## src/rtl/cpu_debug_pkg.sv

```systemverilog
// Shared constants for the CPU debug scanner: FSM encoding, frame lengths, ASCII glyphs.
package cpu_debug_pkg;

  localparam int unsigned DATA_W  = 32;
  localparam int unsigned BYTE_W  = 8;
  localparam int unsigned IDX_W   = 4;
  localparam int unsigned STATE_W = 3;

  localparam int unsigned FRAME_BIN   = 5;
  localparam int unsigned FRAME_ASCII = 12;

  localparam logic [BYTE_W-1:0] ASCII_COLON = 8'h3A;
  localparam logic [BYTE_W-1:0] ASCII_NL    = 8'h0A;

  localparam logic [STATE_W-1:0] ST_IDLE  = 3'd0;
  localparam logic [STATE_W-1:0] ST_ADDR  = 3'd1;
  localparam logic [STATE_W-1:0] ST_LATCH = 3'd2;
  localparam logic [STATE_W-1:0] ST_SEND  = 3'd3;
  localparam logic [STATE_W-1:0] ST_FIN   = 3'd4;

endpackage

```

## src/rtl/reg_dump_scanner_if.sv

```systemverilog
// Control, register-file debug port and byte stream of the register dump scanner.
interface reg_dump_scanner_if #(
  parameter int unsigned ADDR_W = 5
);
  logic              start;
  logic [ADDR_W-1:0] first_addr;
  logic [ADDR_W-1:0] last_addr;
  logic [ADDR_W-1:0] dbg_addr;
  logic [31:0]       dbg_data;
  logic [7:0]        tx_data;
  logic              tx_valid;
  logic              tx_ready;
  logic              busy;
  logic              done;

  // Scanner side
  modport master (
    input  start, first_addr, last_addr, dbg_data, tx_ready,
    output dbg_addr, tx_data, tx_valid, busy, done
  );

  // Requester / register file / sink side
  modport slave (
    output start, first_addr, last_addr, dbg_data, tx_ready,
    input  dbg_addr, tx_data, tx_valid, busy, done
  );
endinterface

```

## src/rtl/nibble_to_ascii.sv

```systemverilog
// Combinational hex digit to uppercase ASCII ('0'..'9', 'A'..'F').
// Only present when REG_DUMP_ASCII_EN is defined.
`ifdef REG_DUMP_ASCII_EN
module nibble_to_ascii (
  input  logic [3:0] nib,
  output logic [7:0] ascii_c
);
  // 'A' - 10 = 0x37
  assign ascii_c = (nib < 4'd10) ? (8'h30 + 8'(nib)) : (8'h37 + 8'(nib));
endmodule
`endif

```

## src/rtl/reg_dump_scanner.sv

```systemverilog
// Walks a register range on the debug read port and streams each value as bytes.
// Binary 5-byte frames by default; REG_DUMP_ASCII_EN selects 12-byte "RR:HHHHHHHH\n" frames.
module reg_dump_scanner
  import cpu_debug_pkg::*;
#(
  parameter int unsigned NUM_REGS = 32,
  parameter int unsigned ADDR_W   = 5
) (
  input logic                clk,
  input logic                rst,
  reg_dump_scanner_if.master bus
);

`ifdef REG_DUMP_ASCII_EN
  localparam int unsigned FRAME_LEN = FRAME_ASCII;
`else
  localparam int unsigned FRAME_LEN = FRAME_BIN;
`endif
  localparam logic [IDX_W-1:0]  LAST_IDX = IDX_W'(FRAME_LEN - 1);
  localparam logic [ADDR_W-1:0] TOP_ADDR = ADDR_W'(NUM_REGS - 1);

  logic [STATE_W-1:0] state_q, state_d;
  logic [ADDR_W-1:0]  cur_q, cur_d;
  logic [ADDR_W-1:0]  end_q, end_d;
  logic [ADDR_W-1:0]  dbg_addr_q, dbg_addr_d;
  logic [DATA_W-1:0]  snap_q, snap_d;
  logic [IDX_W-1:0]   idx_q, idx_d;
  logic [IDX_W-1:0]   sel_idx;
  logic [BYTE_W-1:0]  tx_data_q, tx_data_d;
  logic [BYTE_W-1:0]  frame_byte;
  logic [BYTE_W-1:0]  cur_byte;
  logic               tx_valid_q, tx_valid_d;
  logic               busy_q, busy_d;
  logic               done_q, done_d;

  // Index of the byte to load next: byte 0 while latching, otherwise the one after the current
  assign sel_idx  = (state_q == ST_SEND) ? (idx_q + IDX_W'(1)) : '0;
  assign cur_byte = BYTE_W'(cur_q);

`ifdef REG_DUMP_ASCII_EN
  logic [3:0]        nib;
  logic [BYTE_W-1:0] hex_char;

  // Pick the nibble rendered at sel_idx (address digits, then snapshot MSB first)
  always_comb begin
    nib = 4'h0;
    case (sel_idx)
      4'd0:    nib = cur_byte[7:4];
      4'd1:    nib = cur_byte[3:0];
      4'd3:    nib = snap_q[31:28];
      4'd4:    nib = snap_q[27:24];
      4'd5:    nib = snap_q[23:20];
      4'd6:    nib = snap_q[19:16];
      4'd7:    nib = snap_q[15:12];
      4'd8:    nib = snap_q[11:8];
      4'd9:    nib = snap_q[7:4];
      4'd10:   nib = snap_q[3:0];
      default: nib = 4'h0;
    endcase
  end

  nibble_to_ascii u_hex (
    .nib     (nib),
    .ascii_c (hex_char)
  );

  // Frame byte: fixed separators or a hex digit
  always_comb begin
    case (sel_idx)
      4'd2:    frame_byte = ASCII_COLON;
      4'd11:   frame_byte = ASCII_NL;
      default: frame_byte = hex_char;
    endcase
  end
`else
  // Frame byte: zero-extended address, then snapshot MSB first
  always_comb begin
    case (sel_idx)
      4'd0:    frame_byte = cur_byte;
      4'd1:    frame_byte = snap_q[31:24];
      4'd2:    frame_byte = snap_q[23:16];
      4'd3:    frame_byte = snap_q[15:8];
      4'd4:    frame_byte = snap_q[7:0];
      default: frame_byte = '0;
    endcase
  end
`endif

  // Next-state and next-output logic; outputs are registered below
  always_comb begin
    state_d    = state_q;
    cur_d      = cur_q;
    end_d      = end_q;
    dbg_addr_d = dbg_addr_q;
    snap_d     = snap_q;
    idx_d      = idx_q;
    tx_data_d  = tx_data_q;
    tx_valid_d = tx_valid_q;
    busy_d     = busy_q;
    done_d     = 1'b0;

    case (state_q)
      ST_IDLE: begin
        if (bus.start) begin
          cur_d   = bus.first_addr;
          end_d   = bus.last_addr;
          busy_d  = 1'b1;
          state_d = ST_ADDR;
        end
      end
      ST_ADDR: begin
        dbg_addr_d = cur_q;
        state_d    = ST_LATCH;
      end
      ST_LATCH: begin
        // Atomic capture; later register writes do not affect this frame
        snap_d     = bus.dbg_data;
        idx_d      = '0;
        tx_data_d  = frame_byte;
        tx_valid_d = 1'b1;
        state_d    = ST_SEND;
      end
      ST_SEND: begin
        if (bus.tx_ready) begin
          if (idx_q == LAST_IDX) begin
            tx_valid_d = 1'b0;
            if (cur_q == end_q) begin
              done_d  = 1'b1;
              state_d = ST_FIN;
            end else begin
              cur_d   = (cur_q == TOP_ADDR) ? '0 : (cur_q + ADDR_W'(1));
              state_d = ST_ADDR;
            end
          end else begin
            idx_d     = idx_q + IDX_W'(1);
            tx_data_d = frame_byte;
          end
        end
      end
      ST_FIN: begin
        busy_d  = 1'b0;
        state_d = ST_IDLE;
      end
      default: begin
        busy_d     = 1'b0;
        tx_valid_d = 1'b0;
        state_d    = ST_IDLE;
      end
    endcase
  end

  // State and output registers
  always_ff @(posedge clk or posedge rst) begin
    if (rst) begin
      state_q    <= ST_IDLE;
      cur_q      <= '0;
      end_q      <= '0;
      dbg_addr_q <= '0;
      snap_q     <= '0;
      idx_q      <= '0;
      tx_data_q  <= '0;
      tx_valid_q <= 1'b0;
      busy_q     <= 1'b0;
      done_q     <= 1'b0;
    end else begin
      state_q    <= state_d;
      cur_q      <= cur_d;
      end_q      <= end_d;
      dbg_addr_q <= dbg_addr_d;
      snap_q     <= snap_d;
      idx_q      <= idx_d;
      tx_data_q  <= tx_data_d;
      tx_valid_q <= tx_valid_d;
      busy_q     <= busy_d;
      done_q     <= done_d;
    end
  end

  assign bus.dbg_addr = dbg_addr_q;
  assign bus.tx_data  = tx_data_q;
  assign bus.tx_valid = tx_valid_q;
  assign bus.busy     = busy_q;
  assign bus.done     = done_q;

endmodule

```

## src/flat_wrapper.sv

```systemverilog
// flat-port wrapper written by rule: the top's interface ports become plain ports
module reg_dump_scanner_flat import cpu_debug_pkg::*;
#(
  parameter int unsigned NUM_REGS = 32,
  parameter int unsigned ADDR_W   = 5
)
  (clk, rst, bus_start, bus_first_addr, bus_last_addr, bus_dbg_data, bus_tx_ready, bus_dbg_addr, bus_tx_data, bus_tx_valid, bus_busy, bus_done);
  reg_dump_scanner_if #(.ADDR_W(ADDR_W)) bus_i ();
  input logic clk;
  input logic rst;
  input wire logic [$bits(bus_i.start)-1:0] bus_start;
  input wire logic [$bits(bus_i.first_addr)-1:0] bus_first_addr;
  input wire logic [$bits(bus_i.last_addr)-1:0] bus_last_addr;
  input wire logic [$bits(bus_i.dbg_data)-1:0] bus_dbg_data;
  input wire logic [$bits(bus_i.tx_ready)-1:0] bus_tx_ready;
  output wire logic [$bits(bus_i.dbg_addr)-1:0] bus_dbg_addr;
  output wire logic [$bits(bus_i.tx_data)-1:0] bus_tx_data;
  output wire logic [$bits(bus_i.tx_valid)-1:0] bus_tx_valid;
  output wire logic [$bits(bus_i.busy)-1:0] bus_busy;
  output wire logic [$bits(bus_i.done)-1:0] bus_done;
  assign bus_i.start = bus_start;
  assign bus_i.first_addr = bus_first_addr;
  assign bus_i.last_addr = bus_last_addr;
  assign bus_i.dbg_data = bus_dbg_data;
  assign bus_i.tx_ready = bus_tx_ready;
  assign bus_dbg_addr = bus_i.dbg_addr;
  assign bus_tx_data = bus_i.tx_data;
  assign bus_tx_valid = bus_i.tx_valid;
  assign bus_busy = bus_i.busy;
  assign bus_done = bus_i.done;
  reg_dump_scanner #(.NUM_REGS(NUM_REGS), .ADDR_W(ADDR_W)) u_core (.clk(clk), .rst(rst), .bus(bus_i));
endmodule
```

## config.mk

```make
export PLATFORM = sky130hd
export DESIGN_NAME = reg_dump_scanner_flat
export DESIGN_NICKNAME = d
export VERILOG_FILES = /design/src/rtl/cpu_debug_pkg.sv /design/src/rtl/reg_dump_scanner_if.sv /design/src/rtl/nibble_to_ascii.sv /design/src/rtl/reg_dump_scanner.sv /design/src/flat_wrapper.sv
export SDC_FILE = /design/constraint.sdc
export NUM_CORES = 1
export LEC_CHECK = 0
export ABC_AREA = 1
export ABC_CLOCK_PERIOD_IN_PS = 2500
export CORE_UTILIZATION = 30
export DETAILED_ROUTE_END_ITERATION = 8
export GPL_ROUTABILITY_DRIVEN = 0
export HOLD_SLACK_MARGIN = 0.08
export SYNTH_ARGS = -nofsm -noshare
export SYNTH_HDL_FRONTEND = slang
export SYNTH_SLANG_ARGS = --single-unit
```

## constraint.sdc

```tcl
create_clock -name clk -period 2.5 [get_ports clk]
set_clock_uncertainty 0.2 [all_clocks]
set_input_delay 0.5 -clock clk [delete_from_list [all_inputs] [get_ports clk]]
set_output_delay 0.5 -clock clk [all_outputs]
set_load 0.01 [all_outputs]
```

Yosys cells after proc, flatten, opt, wreduce, memory -nomap -nowiden
Index checks and enable logic that the tools add are counted.
{"block": "word_totals", "wordCells": 70, "inputBits": 46, "ff_bits": 65, "out_inout_bits": 16}
{"block": "op_classes", "eq_ne": 16, "bitwise_logic": 2, "n_addsub": 2, "reduce_logical": 12, "muxes": 28}
{"operator": "$pmux W8 S5", "n": 1}
{"operator": "$mux W5", "n": 5}
{"operator": "$mux W8", "n": 2}
{"operator": "$pmux W8 S2", "n": 1}
{"operator": "$mux W3", "n": 4}
{"operator": "$mux W4", "n": 3}
{"operator": "$pmux W3 S4", "n": 1}
{"operator": "$ne A2 B2 Y1 const B", "n": 5}
{"operator": "$pmux W5 S2", "n": 1}
{"operator": "$reduce_and A3 Y1", "n": 3}
{"operator": "$eq A4 B2 Y1 const B", "n": 2}
{"operator": "$eq A4 B3 Y1 const B", "n": 2}
{"operator": "$pmux W4 S2", "n": 1}
{"operator": "$mux W1", "n": 7}
{"operator": "$eq A3 B2 Y1 const B", "n": 2}
{"operator": "$reduce_or A3 Y1", "n": 2}
{"operator": "$add A5 B1 Y5 const B", "n": 1}
{"operator": "$eq A5 B5 Y1", "n": 1}
{"operator": "$eq A5 B5 Y1 const B", "n": 1}
{"operator": "$reduce_and A5 Y1", "n": 1}
{"operator": "$add A4 B1 Y4 const B", "n": 1}
{"operator": "$eq A4 B1 Y1 const B", "n": 1}
{"operator": "$logic_not A4 Y1", "n": 1}
{"operator": "$reduce_and A2 Y1", "n": 2}
{"operator": "other kinds (7)", "n": 9}

Depth between registers and ports, before layout
{"block": "depth", "depth_word": 7, "ltp_mapped": 11, "ltp_nobuf": 11}

Least setup slack after synthesis
OpenSTA, ideal clock, no wires.
{"block": "synth_timing", "path_kind": "reg2reg", "from": "register u_core.idx_q[0]", "to": "register u_core.tx_data_q[0] (netlist: u_core.bus.tx_data[0])", "setup_time_ps": 65, "period_less_slack_ps": 1842, "slack_ps": 658, "t_arrival_ps": 1577, "stages_incl_launch_ff": 9, "path_buffers": 0, "required_time_ps": 2235, "path_cell_list": "dfrtp_1 -> inv_2 -> ha_1 -> nand4_1 -> nor2_1 -> nand4_1 -> nand3_1 -> o21bai_1 -> nand2_1"}
{"block": "synth_via", "elab_chain_cells": 7, "word_cells_on_any_way": 14, "cone_classes": "add/sub: 1; eq/ne: 6; mux: 5; reduce/logical: 2"}
{"element": "from (decl)", "line_no": "reg_dump_scanner.sv:27", "text": "logic [IDX_W-1:0] idx_q, idx_d;"}
{"element": "from (signal assigned)", "line_no": "reg_dump_scanner.sv:171", "text": "idx_q <= idx_d;"}
{"element": "$add A4 B1 Y4", "line_no": "reg_dump_scanner.sv:37", "text": "assign sel_idx = (state_q == ST_SEND) ? (idx_q + IDX_W'(1)) : '0;"}
{"element": "$mux W4", "line_no": "reg_dump_scanner.sv:37"}
{"element": "$eq A4 B3 Y1 (tied with other cells)", "line_no": "reg_dump_scanner.sv:78", "text": "case (sel_idx)"}
{"element": "$pmux W8 S5", "line_no": "reg_dump_scanner.sv:78"}
{"element": "$mux W8", "line_no": "reg_dump_scanner.sv:125", "text": "if (idx_q == LAST_IDX) begin"}
{"element": "$mux W8", "line_no": "reg_dump_scanner.sv:124", "text": "if (bus.tx_ready) begin"}
{"element": "$pmux W8 S2", "line_no": "reg_dump_scanner.sv:102", "text": "case (state_q)"}
{"element": "to (signal assigned)", "line_no": "reg_dump_scanner.sv:172", "text": "tx_data_q <= tx_data_d;"}
{"element": "to (decl)", "line_no": "reg_dump_scanner.sv:29", "text": "logic [BYTE_W-1:0] tx_data_q, tx_data_d;"}
Parallel ways exist; a longest one is shown, timed or not. The select of a mux whose other input is x is not followed.
A chain may end at the register's enable or synchronous reset.

Worst setup path in the final report
{"block": "layout_timing", "from": "register u_core.state_q[1]", "to": "register u_core.tx_data_q[0] (netlist: u_core.bus.tx_data[0])"}
{"block": "layout_via", "elab_chain_cells": 7, "word_cells_on_any_way": 16, "cone_classes": "eq/ne: 8; mux: 5; reduce/logical: 3"}
{"element": "from (decl)", "line_no": "reg_dump_scanner.sv:22", "text": "logic [STATE_W-1:0] state_q, state_d;"}
{"element": "from (signal assigned)", "line_no": "reg_dump_scanner.sv:166", "text": "state_q <= state_d;"}
{"element": "$eq A3 B2 Y1", "line_no": "reg_dump_scanner.sv:37, reg_dump_scanner.sv:102"}
{"element": "$mux W4", "line_no": "reg_dump_scanner.sv:37"}
{"element": "$eq A4 B3 Y1 (tied with other cells)", "line_no": "reg_dump_scanner.sv:78"}
{"element": "$pmux W8 S5", "line_no": "reg_dump_scanner.sv:78"}
{"element": "$mux W8", "line_no": "reg_dump_scanner.sv:125"}
{"element": "$mux W8", "line_no": "reg_dump_scanner.sv:124"}
{"element": "$pmux W8 S2", "line_no": "reg_dump_scanner.sv:102"}
Parallel ways exist; a longest one is shown, timed or not. The select of a mux whose other input is x is not followed.

==> summary.md <==
| Metric | Value |
|---|---|
| Fillers | 996 |
| Post-CTS setup buffer count | 0 |
| Max Cap Viol | 0 |
| First-pass GRT wire length | 11700 um |
| Via density | 4.71 |
| Achievable Freq | 455 MHz |
| Cell with the most instances after synthesis | dfrtp_1 |
| Ys async rst share | 100% |
| Synth Net Count | 352 |
| Slew headroom | 61.8% |
| Worst Tran Pin Value | 0.572 ns |
| Clock latency on the worst-skew pair | 0.35 ns |
| Largest net degree at the start of global routing | 66 |
| List of most frequent post-synthesis cells | dfrtp_1 (65), nand2_1 (50), mux2_2 (39) |
| Starting DRT DRC Count | 120 |
| Final min period | 2.20 ns |
| Core Rows | 36 |
| Detailed placer's ending HPWL | 5180 um |
| Setup Crit Path Kind | flip-flop to flip-flop |
| Outcome | completed |
| Synth Instances | 302 |
| Layout area overhead | 31.0% |
| Final wirelength | 7060 um |
| Largest area contributor in the netlist | dfrtp_1 |
| CP arrival | 2.22 ns |
| Final Hold Fails | 0 |
| Period utilization | 87.8% |
| CP endpoint kind | flip-flop |
| Netlist cell types | 28 |
| Num CTS Buffers | 9 |
| Routed wire length per instance | 14.0 um |
| Die width | 104 um |
| Vias in the first global route | 2365 |
| Hold-fix buffers, CTS | 0 |
| Htree depth | 3 |
| Via count | 2377 |
| Routed Antenna Nets | 0 |
| Final #Nets | 418 |
| Non-Filler Instances | 505 |
| CTS tree | yes |
| Slowest cell on the critical path | dfrtp_1 |
| Synth top area share | 52.3% |
| Initial core utilization | 31.4% |
| Root Buffer | clkbuf_8 |
| Residual DRC count | 0 |
| Syn avg cell area | 10.3 um2 |
| Yosys warns | 0 |
| # port buffers | 61 |
| Final Slew Violations | 0 |
| Yosys reg bits | 65 |
| Clock Tree Buf Depth | 2 |
| Crit path launch type | flip-flop |
| Initial antenna violation count | 0 |
| I/O Pins | 62 |
| CP required | 2.53 ns |
| VDD IR max | 0.000332 V |
| CP cell instances | nand2_2 > nor2_8 > inv_2 > a21oi_1 > nor2_1 > inv_1 > o21bai_1 > nand2_1 |
| GRT Residual Overflow | 0 |
| Die Area | 10800 um2 |
| Unrepaired setup endpoints after global routing | false |
| GRT Overall Usage | 14.0% |
| Register area share after synthesis | 52.3% |
| Placed Instances | 490 |
| Leakage power | 1.84 nW |
| Mapped Area | 3110 um2 |
| Drt pass-1 iters | 4 |
| Die H | 104 um |
| CP peak stage delay | 0.45 ns |
| Clk pin slew, worst setup/hold paths | 0.06 ns |
| Final setup TNS | 0 ns |
| CTS Sinks | 65 |
| Cts repair resizes | 0 |
| # diodes | 0 |
| Layout cells sized above 1 | 18.8% |
| Core box area | 9910 um2 |
| Largest cells by area after synthesis | dfrtp_1 (52%), mux2_2 (14%), nand4_1 (6.4%), nand2_1 (6.0%), nand3_1 (3.9%) |
| Setup Viol. Count Final | 0 |
| Hold Crit Class | flip-flop to flip-flop |
| EDFF count, synth | 0 |
| Ys flop type | dfrtp_1 |
| Crit Path Max Fanout | 21 |
| P per Cell Area | 1180 nW/um2 |
==> critical path, delay by kind of cell (launching register included) <==
| family | cells | cell delay [ns] |
|---|---|---|
| compound gates | 2 | 0.37 |
| buf+inv | 2 | 0.54 |
| flops | 1 | 0.45 |
| simple gates | 4 | 0.50 |
==> logic make-up after synthesis <==
group                      count (synthesis)  synth area share [%]
adders and majority gates                  4                  1.61
DFF                                       65                  52.3
and+or+nand+nor                          129                  20.4
muxes                                     41                  14.8
AOI/OAI and AO/OA                         25                  4.82
buffers and inverters                     32                  4.50
xor gates and xnor gates                   6                  1.69
==> final cells by class <==
| type | count | area [um2] | share of cell area (%) |
|---|---|---|---|
| inverters | 20 | 75.1 | 1.84 |
| multi-input cells | 205 | 1350 | 33.0 |
| clock inverters | 3 | 40.0 | 0.982 |
| repair buffers | 67 | 668 | 16.4 |
| well taps | 133 | 166 | 4.08 |
| flip-flops and latches | 65 | 1630 | 39.9 |
| clock buffers | 12 | 155 | 3.80 |
==> power breakdown <==
group          switching, mW  total, mW  internal (mW)
sequential             0.368       1.90           1.54
clock                  0.382      0.887          0.506
combinational           1.04       2.01          0.968
total                   1.79       4.80           3.01
==> through the flow <==
| step | utilization [%] | hold slack [ns] | instance area, um2 | power (mW) | setup slack, ns |
|---|---|---|---|---|---|
| 2_1_floorplan | - | 0.274 | 3110 | 3.25 | 0.174 |
| 3_3_place_gp | 39.2 | 0.269 | 3880 | 3.89 | 0.167 |
| 3_5_place_dp | 39.2 | 0.270 | 3880 | 3.94 | 0.157 |
| 4_1_cts | 41.1 | 0.288 | 4080 | 4.84 | 0.306 |
| 5_1_grt | 41.1 | 0.307 | 4080 | 5.17 | 0.126 |
| 6_report | 41.1 | 0.284 | 4080 | 4.80 | 0.304 |
==> cell usage in the layout (no fill, tap or decap), drive strengths merged <==
cell | netlist | final
dfrtp | 65 | 65
clkdlybuf4s50 | 0 | 61
nand2 | 51 | 51
mux2 | 39 | 39
nand4 | 32 | 32
nand3 | 26 | 26
inv | 20 | 20
nor2 | 19 | 19
o21ai | 13 | 13
clkbuf | 2 | 12
buf | 10 | 6
xor2 | 5 | 5
o21bai | 5 | 5
a21oi | 4 | 4
ha | 4 | 4
a22oi | 2 | 2
mux2i | 2 | 2
clkinv | 0 | 2
nor3 | 1 | 1
xnor2 | 1 | 1
a22o | 1 | 1
bufinv | 0 | 1
==> flip-flops by register name (all words and copies together), names as in the netlist <==
| signal | cells |
|---|---|
| u_core.bus.busy | 1 |
| u_core.bus.dbg_addr | 5 |
| u_core.bus.done | 1 |
| u_core.bus.tx_data | 8 |
| u_core.bus.tx_valid | 1 |
| u_core.cur_q | 5 |
| u_core.end_q | 5 |
| u_core.idx_q | 4 |
| u_core.snap_q | 32 |
| u_core.state_q | 3 |
==> per-layer routing <==
metal,vias up,track usage [%],part of all wire [%]
li1,1185,-,-
met4,0,6.94,2.6
met5,-,0,0
met1,1117,19.4,49
met2,61,20.0,43
met3,14,3.82,5.2
==> path summary, 6_finish.rpt <==
kind / start / to / slack (ns) / cells after the start
worst max-delay path: u_core.state_q[1]$_DFFE_PP0P_ / u_core.bus.tx_data[0]$_DFFE_PP0P_ / 0.30 / 8
worst min-delay path: u_core.bus.busy$_DFFE_PP0P_ / u_core.bus.busy$_DFFE_PP0P_ / 0.28 / 2
worst max register to register: u_core.state_q[1]$_DFFE_PP0P_ / u_core.bus.tx_data[0]$_DFFE_PP0P_ / 0.30 / 8
worst min register to register: u_core.bus.busy$_DFFE_PP0P_ / u_core.bus.busy$_DFFE_PP0P_ / 0.28 / 2
max in group asynchronous: rst / u_core.snap_q[22]$_DFFE_PP0P_ / 1.46 / 3
min in group asynchronous: rst / u_core.bus.dbg_addr[2]$_DFFE_PP0P_ / 0.35 / 3
Note: power is estimated with default switching activity, not from simulation.
